File: src/rtl/tcm_pkg.sv
// Shared widths and the response record for the TCM request port.
package tcm_pkg;

    localparam int TCM_ADDR_W      = 16;
    localparam int TCM_WORD_ADDR_W = 14;
    localparam int TCM_ID_W        = 4;

    typedef struct packed {
        logic [31:0]         rdata;
        logic [TCM_ID_W-1:0] id;
        logic                err;
    } tcm_rsp_t;

endpackage

File: src/rtl/tcm_rsp_fifo.sv
// Small circular response FIFO with occupancy count; head is read combinationally.
module tcm_rsp_fifo #(
    parameter int DEPTH = 3,
    parameter int WIDTH = 41,
    localparam int CNT_W = $clog2(DEPTH + 1)
) (
    input  logic             clk_i,
    input  logic             rst_ni,
    input  logic             push_i,
    input  logic [WIDTH-1:0] data_i,
    input  logic             pop_i,
    output logic [WIDTH-1:0] data_o,
    output logic             valid_o,
    output logic [CNT_W-1:0] count_o
);

    localparam int PTR_W = (DEPTH > 1) ? $clog2(DEPTH) : 1;
    localparam logic [PTR_W-1:0] LAST_PTR = PTR_W'(DEPTH - 1);
    localparam logic [CNT_W-1:0] FULL_CNT = CNT_W'(DEPTH);

    logic [WIDTH-1:0] r_mem [DEPTH];
    logic [PTR_W-1:0] r_wr_ptr;
    logic [PTR_W-1:0] r_rd_ptr;
    logic [CNT_W-1:0] r_count;
    logic             w_empty;
    logic             w_full;
    logic             w_pop;

    function automatic logic [PTR_W-1:0] next_ptr(input logic [PTR_W-1:0] p);
        return (p == LAST_PTR) ? '0 : p + 1'b1;
    endfunction

    assign w_empty = (r_count == '0);
    assign w_full  = (r_count == FULL_CNT);
    assign w_pop   = pop_i & ~w_empty;

    always_ff @(posedge clk_i or negedge rst_ni) begin
        if (!rst_ni) begin
            r_wr_ptr <= '0;
            r_rd_ptr <= '0;
            r_count  <= '0;
        end else begin
            if (push_i) begin
                r_wr_ptr <= next_ptr(r_wr_ptr);
            end
            if (w_pop) begin
                r_rd_ptr <= next_ptr(r_rd_ptr);
            end
            case ({push_i, w_pop})
                2'b10:   r_count <= r_count + 1'b1;
                2'b01:   r_count <= r_count - 1'b1;
                default: r_count <= r_count;
            endcase
        end
    end

    // Storage carries data only; validity lives entirely in the count.
    always_ff @(posedge clk_i) begin
        if (push_i) begin
            r_mem[r_wr_ptr] <= data_i;
        end
    end

    assign data_o  = r_mem[r_rd_ptr];
    assign valid_o = ~w_empty;
    assign count_o = r_count;

    a_no_push_when_full: assert property (
        @(posedge clk_i) disable iff (!rst_ni) !(push_i && w_full)
    );

endmodule

File: src/rtl/tcm_mem_req_port.sv
// Valid/ready front-end for one TCM RAM port: address/error decode, byte-lane
// write gating, one-cycle read latency tracking and a response FIFO.
module tcm_mem_req_port
    import tcm_pkg::*;
#(
    parameter int ID_W      = TCM_ID_W,
    parameter int MEM_WORDS = 32,
    parameter int RSP_DEPTH = 3
) (
    input  logic                       clk_i,
    input  logic                       rst_ni,
    input  logic                       req_valid_i,
    output logic                       req_ready_o,
    input  logic [TCM_ADDR_W-1:0]      req_addr_i,
    input  logic [31:0]                req_wdata_i,
    input  logic [3:0]                 req_wstrb_i,
    input  logic [ID_W-1:0]            req_id_i,
    output logic                       resp_valid_o,
    input  logic                       resp_ready_i,
    output logic [31:0]                resp_rdata_o,
    output logic [ID_W-1:0]            resp_id_o,
    output logic                       resp_err_o,
    output logic [TCM_WORD_ADDR_W-1:0] ram_addr_o,
    output logic [31:0]                ram_data_o,
    output logic [3:0]                 ram_wr_o,
    input  logic [31:0]                ram_data_i
);

    localparam int CNT_W = $clog2(RSP_DEPTH + 1);
    localparam logic [TCM_WORD_ADDR_W-1:0] MEM_WORDS_W = TCM_WORD_ADDR_W'(MEM_WORDS);
    localparam logic [CNT_W:0] DEPTH_W = (CNT_W + 1)'(RSP_DEPTH);

    logic                w_err;
    logic                w_ready;
    logic                w_accept;
    logic                w_pop;
    logic                w_rsp_valid;
    logic [CNT_W-1:0]    w_count;
    logic [CNT_W:0]      w_occupancy;
    tcm_rsp_t            w_push_rsp;
    tcm_rsp_t            w_head_rsp;

    logic                r_inflight;
    logic                r_inflight_err;
    logic [ID_W-1:0]     r_inflight_id;

    assign w_err = (req_addr_i[1:0] != 2'b00) |
                   (req_addr_i[TCM_ADDR_W-1:2] >= MEM_WORDS_W);

    // Count the in-flight read as an occupied slot so the capture can never overflow.
    assign w_occupancy = {1'b0, w_count} + {{CNT_W{1'b0}}, r_inflight};
    assign w_ready     = rst_ni & (w_occupancy < DEPTH_W);
    assign w_accept    = req_valid_i & w_ready;

    assign req_ready_o = w_ready;
    assign ram_addr_o  = req_addr_i[TCM_ADDR_W-1:2];
    assign ram_data_o  = req_wdata_i;
    assign ram_wr_o    = (w_accept & ~w_err) ? req_wstrb_i : 4'h0;

    always_ff @(posedge clk_i or negedge rst_ni) begin
        if (!rst_ni) begin
            r_inflight <= 1'b0;
        end else begin
            r_inflight <= w_accept;
        end
    end

    always_ff @(posedge clk_i) begin
        if (w_accept) begin
            r_inflight_id  <= req_id_i;
            r_inflight_err <= w_err;
        end
    end

    // RAM read data is valid now, one cycle after the address was presented.
    assign w_push_rsp.rdata = r_inflight_err ? 32'h0 : ram_data_i;
    assign w_push_rsp.id    = TCM_ID_W'(r_inflight_id);
    assign w_push_rsp.err   = r_inflight_err;

    assign w_pop = w_rsp_valid & resp_ready_i;

    tcm_rsp_fifo #(
        .DEPTH (RSP_DEPTH),
        .WIDTH ($bits(tcm_rsp_t))
    ) u_rsp_fifo (
        .clk_i   (clk_i),
        .rst_ni  (rst_ni),
        .push_i  (r_inflight),
        .data_i  (w_push_rsp),
        .pop_i   (w_pop),
        .data_o  (w_head_rsp),
        .valid_o (w_rsp_valid),
        .count_o (w_count)
    );

    assign resp_valid_o = w_rsp_valid;
    assign resp_rdata_o = w_rsp_valid ? w_head_rsp.rdata : 32'h0;
    assign resp_id_o    = w_rsp_valid ? ID_W'(w_head_rsp.id) : '0;
    assign resp_err_o   = w_rsp_valid & w_head_rsp.err;

endmodule

File: config.mk
export PLATFORM = sky130hd
export DESIGN_NAME = tcm_mem_req_port
export DESIGN_NICKNAME = d
export VERILOG_FILES = /design/src/rtl/tcm_pkg.sv /design/src/rtl/tcm_rsp_fifo.sv /design/src/rtl/tcm_mem_req_port.sv
export SDC_FILE = /design/constraint.sdc
export NUM_CORES = 1
export LEC_CHECK = 0
export ABC_CLOCK_PERIOD_IN_PS = 3700
export CAP_MARGIN = 0
export CORE_MARGIN = 2
export CORE_UTILIZATION = 42
export CTS_CLUSTER_DIAMETER = 50
export CTS_CLUSTER_SIZE = 40
export DETAILED_ROUTE_END_ITERATION = 6
export HOLD_SLACK_MARGIN = 0.08
export PLACE_DENSITY_LB_ADDON = 0.2
export SKIP_LAST_GASP = 1
export SYNTH_ARGS = -nofsm -noshare
export SYNTH_HDL_FRONTEND = slang
export SYNTH_SLANG_ARGS = --single-unit
File: constraint.sdc
create_clock -name clk_i -period 3.7 [get_ports clk_i]
set_clock_uncertainty 0.2 [all_clocks]
set_input_delay 0.74 -clock clk_i [delete_from_list [all_inputs] [get_ports clk_i]]
set_output_delay 0.74 -clock clk_i [all_outputs]
set_load 0.02 [all_outputs]
**After elaboration in Yosys (flattened, before gate mapping)**

Memories as Yosys holds them, arrays and structs flattened.
Cells that the tools add are included.

- Add/sub/neg operators: 5
- Magnitude comparators: 2
- Equality and inequality tests: 4
- Mux-type cells: 9
- Bitwise gates (word level): 9
- Reduce and logical (&&, ||, !) cells: 3

Operators with widths:

| operator | count |
|---|---|
| 2-to-1 mux 32 bit | 2 |
| greater-or-equal comparator 14 x 6 -> 1 bit, second input constant | 1 |
| 2-to-1 mux 4 bit | 2 |
| adder 2 x 1 -> 2 bit, second input constant | 3 |
| bitwise AND 1 bit | 6 |
| equality test 2 bit, second input constant | 3 |
| 2-to-1 mux 2 bit | 2 |
| one-hot mux 2 bit (2 select lines) | 1 |
| nonzero test 2 bit | 2 |
| adder 2 x 1 -> 3 bit | 1 |
| < comparator 3 x 2 -> 1 bit, second input constant | 1 |
| equality test 2 x 1 -> 1 bit, second input constant | 1 |
| logical NOT 2 bit | 1 |
| 2-to-1 mux 1 bit | 2 |
| inverter 1 bit | 2 |
| subtractor 2 x 1 -> 2 bit, second input constant | 1 |
| bitwise OR 1 bit | 1 |

- Register bits: 12
- Bits in writable memories: 111
- Input bits: 92
- Output and inout port bits: 89
- Logic and storage cells: 39
- Memories kept: 1

Memories:

| memory | depth | bits a word | rd ports | clocked after memory_dff | wr ports | RTL line | text |
|---|---|---|---|---|---|---|---|
| u_rsp_fifo.r_mem | 3 | 37 | 1 | 0 | 1 | tcm_rsp_fifo.sv:21 | `logic [WIDTH-1:0] r_mem [DEPTH];` |

**Longest topological paths before layout**

- Depth in word-level cells: 6
- Depth in mapped cells: 6
- Gate-level depth less buffers: 6

**Hierarchy**

Synthesis repeated with hierarchy kept, for this count alone.

- Cells, all modules: 410
- Area total of the unflattened synthesis: 5554.1 µm²

By module, submodules not included:

| module | times used | cells each | area an instance (µm²) |
|---|---|---|---|
| tcm_rsp_fifo | 1 | 261 | 4419.2 |
| tcm_mem_req_port | 1 | 149 | 1134.8 |

**Worst setup path after synthesis**

Ideal clock, no wire load.

- Path kind: reg-to-reg
- From: register r_inflight
- To: memory u_rsp_fifo.r_mem[1][0] in the netlist's numbering, enable pin
- Arrival time: 3255 ps
- Slack: -243 ps
- Stages on the path, launching flop included: 3
- Path buffers: 0
- Period minus slack after synthesis: 3943 ps
- Cells stage by stage: dfrtp_1 > inv_1 > nor3b_1

- Longest elaborated chain between the ends: 2

Ends and longest elaborated chain:

| item | RTL line | text |
|---|---|---|
| from (decl) | tcm_mem_req_port.sv:43 | `logic r_inflight;` |
| from (signal assigned) | tcm_mem_req_port.sv:64 | `r_inflight <= w_accept;` |
| 2-to-1 mux 1 bit | tcm_rsp_fifo.sv:59 | `if (push_i) begin` |
| 2-to-1 mux 1 bit (not written as such) | tcm_rsp_fifo.sv:60 | `r_mem[r_wr_ptr] <= data_i;` |
| to (decl) | tcm_rsp_fifo.sv:21 |  |

No other way between the ends.

**Final worst setup path**

- From: input port req_addr_i[7]
- To: output port ram_wr_o[3]

- Longest elaborated chain between the ends: 5

Ends and longest elaborated chain:

| item | RTL line | text |
|---|---|---|
| from (decl) | tcm_mem_req_port.sv:14 | `input logic [TCM_ADDR_W-1:0] req_addr_i,` |
| greater-or-equal comparator 14 x 6 -> 1 bit | tcm_mem_req_port.sv:48 | `(req_addr_i[TCM_ADDR_W-1:2] >= MEM_WORDS_W);` |
| bitwise OR 1 bit | tcm_mem_req_port.sv:47 | `assign w_err = (req_addr_i[1:0] != 2'b00) \|` |
| inverter 1 bit | tcm_mem_req_port.sv:58 | `assign ram_wr_o = (w_accept & ~w_err) ? req_wstrb_i : 4'h0;` |
| bitwise AND 1 bit | tcm_mem_req_port.sv:58 |  |
| 2-to-1 mux 4 bit | tcm_mem_req_port.sv:58 |  |
| to (decl) | tcm_mem_req_port.sv:25 | `output logic [3:0] ram_wr_o,` |

No other way between the ends.

==> flow_summary.ini <==
[run_status]
status = completed

[grt]
grt_pass1_wl_um = 15900
grt_usage_pct = 14.9
grt.overflow.total = 0
antenna_found_initial = 0
first_global_vias = 3156
grt_max_degree = 31

[sta]
timing.hold.ws_ns = 0.268
worstMarginPinSlew_ns = 0.819
maxSlewViolCount = 0
rsz0062_at_grt = no
hold_viol_final = 0
tns_ns = 0
relSlewSlack_pct = 45.4
timing.final.crit_share_pct = 95.6
finalSetupViolCount = 0
fmax_ghz = 0.283
period_minus_slack_ns = 3.54

[routing]
detail-route-antenna-nets = 0
num_vias = 3033
vias_per_cell = 4.84
drt_iter0_markers = 171
drc = 0
wire_per_inst_um = 16.2
dr.pass1.iters = 5
routed_wl_um = 10200

[layout]
multi_input_area_mm2 = 0.00138
antennaDiodeCount = 0
regArea_mm2 = 0.00366
fill_cells = 1044
area_growth_pct = 28.9
drive_above_1_share_pct = 18.0
nets = 537

[placed_design]
globalplace.congestion = 0.658
io_buffers = 106
dpl.hpwl_um = 6510

[clock_tree]
clk_latency_ns = 0.40
htree_levels = 4
post_cts_buffers = 0
cts.repair.resized = 0
clock_path_buffers = 2
clock-root-buffer = clkbuf_16
numCtsBuffers = 17
cts_sinks = 123
path_clk_slew_ns = 0.05
ctsHoldBuffers = 0
cts_tree = done

[logic_synthesis]
ys_warn_count = 0
syn_area_mm2 = 0.00548
syn_inst = 368
synth-seq-cells = 123
synth.distinct_cells = 24
ys_seq_area_share_pct = 66.8
postSynthAreaPerCell_um2 = 14.9
syn-num-nets = 463

[hold_path]
hp-class = reg -> reg
whs_path_depth = 0

[setup_path]
startpoint_type = input port
path_depth = 5
cpMostUsedCell = clkdlybuf4s50_1
reg2reg_depth = 3
cp_slowest_cell = clkdlybuf4s50_1
critical_path.top_delay_family = buffers and inverters
critPathArrivalTime_ns = 2.60
cp_max_fo = 4
path_class = in -> out
critPathBufInv = 2
max_stage_delay_ns = 0.64
end_kind = output pin
cp.required_ns = 2.76
worstPathCellList = clkdlybuf4s50_1, nor4_1, nand2_1, nor3_1, clkdlybuf4s50_1
r2r_slack_ns = 1.53

[floorplan]
core_area_mm2 = 0.0127
die_h_um = 118
start_util_pct = 43.3
ios = 181
die_w_um = 118
die_area_mm2 = 0.0140
rows = 41

[power]
max-vdd-ir-drop_mv = 0.350
power_leakage_uw = 0.00247
power_per_cell_area_mw_per_mm2 = 779

[job]
drv_cap = 0
cell usage in the layout, fill, tap and decap left out:
master,synthesis,final
buf_12,0,1
clkbuf_16,0,17
edfxtp_1,116,116
o21ai_0,1,1
inv_1,7,7
nand2_1,3,3
buf_4,51,10
mux2i_1,37,37
clkdlybuf4s50_1,0,106
a21o_1,4,4
and2_1,1,1
dfrtp_2,0,2
nor2b_1,33,33
mux2_2,37,37
nor2_1,40,38
ha_1,3,3
clkinvlp_4,0,4
clkbuf_1,6,1
clkinv_1,0,3
nor3_1,7,6
dfrtp_1,7,5
nor4_1,2,2
and3_1,1,1
xnor2_1,2,2
nand3_1,1,1
nor3b_1,2,1
nor3_4,0,1
clkinv_2,0,2
nor3b_4,0,1
xor2_1,1,1
nor2_4,0,2
nand4_1,1,1
bufinv_16,0,5
report_power, final:
group          switching, uW  internal, uW  total, uW
logic                    984           927       1910
clock network            564          1180       1750
registers                113          1730       1840
path summary, 6_finish.rpt:
check | start | end
min reg2reg | r_inflight_id[2]$_DFFE_PP_ | u_rsp_fifo.r_mem[0][3]$_DFFE_PP_
min | r_inflight_id[2]$_DFFE_PP_ | u_rsp_fifo.r_mem[0][3]$_DFFE_PP_
max | req_addr_i[7] | ram_wr_o[3]
min in group asynchronous | rst_ni | u_rsp_fifo.r_rd_ptr[0]$_DFFE_PN0P_
max reg2reg | r_inflight$_DFF_PN0_ | u_rsp_fifo.r_mem[1][17]$_DFFE_PP_
max in group asynchronous | rst_ni | u_rsp_fifo.r_rd_ptr[1]$_DFFE_PN0P_
per-stage QoR:
| stage | setup slack, ns | util, % | cell area (um2) | power, uW | cells |
|---|---|---|---|---|---|
| detailed placement | 0.134 | 50.8 | 6440 | 3820 | 595 |
| CTS | 0.129 | 55.8 | 7070 | 5570 | 627 |
| global route | 0.0662 | 55.8 | 7070 | 5750 | 627 |
| finish | 0.164 | 55.8 | 7070 | 5500 | 627 |
| global placement | 0.155 | 50.8 | 6440 | 3800 | 595 |
| floorplan | 1.04 | - | 5490 | 3080 | 368 |
synthesized netlist by cell type:
library cell / instances / area share, %
xor2_1: 1 / 0.16
xnor2_1: 2 / 0.32
nor3_1: 7 / 0.64
nand3_1: 1 / 0.091
buf_6: 4 / 0.82
ha_1: 3 / 0.69
inv_1: 7 / 0.48
buf_4: 51 / 7.0
nand4_1: 1 / 0.11
mux2i_1: 37 / 6.8
and3_1: 1 / 0.11
buf_2: 1 / 0.091
nand2_1: 3 / 0.21
o21ai_0: 1 / 0.091
nor3b_1: 2 / 0.27
dfrtp_1: 7 / 3.2
nor4_1: 2 / 0.23
a21o_1: 4 / 0.55
clkbuf_1: 6 / 0.41
nor2_1: 40 / 2.7
mux2_2: 37 / 7.6
nor2b_1: 33 / 3.8
edfxtp_1: 116 / 64
and2_1: 1 / 0.11
registers in the layout (all words and copies together), names as in the netlist:
| register | count |
|---|---|
| u_rsp_fifo.r_rd_ptr | 2 |
| r_inflight_id | 4 |
| u_rsp_fifo.r_wr_ptr | 2 |
| r_inflight | 1 |
| r_inflight_err | 1 |
| u_rsp_fifo.r_mem | 111 |
| u_rsp_fifo.count_o | 2 |
cells by family (layout without fill, tap and decap cells):
| logic type | Yosys count | after routing | share of synthesized area [%] |
|---|---|---|---|
| xor gates and xnor gates | 3 | 3 | 0.480 |
| adders and majority gates | 3 | 3 | 0.685 |
| buffers and inverters | 69 | 156 | 8.79 |
| and+or+nand+nor | 91 | 91 | 8.29 |
| muxes | 74 | 74 | 14.4 |
| AOI/OAI and AO/OA | 5 | 5 | 0.639 |
| DFF | 123 | 123 | 66.8 |
per-layer routing:
layer | share of wire (%) | GRT usage, %
met1 | 42 | 17.3
met2 | 50 | 25.1
met3 | 6.2 | 5.21
met4 | 1.3 | 5.87
met5 | 0 | 0
final cells by class:
| class | instances | share of cell area [%] |
|---|---|---|
| timing repair buffer | 117 | 16.4 |
| tap | 172 | 3.05 |
| clock inverter | 14 | 2.85 |
| inverter | 7 | 0.372 |
| clock buffer | 18 | 6.07 |
| sequential | 123 | 51.8 |
| multi-input combinational | 176 | 19.5 |
Power figures use the tool's default switching activity.
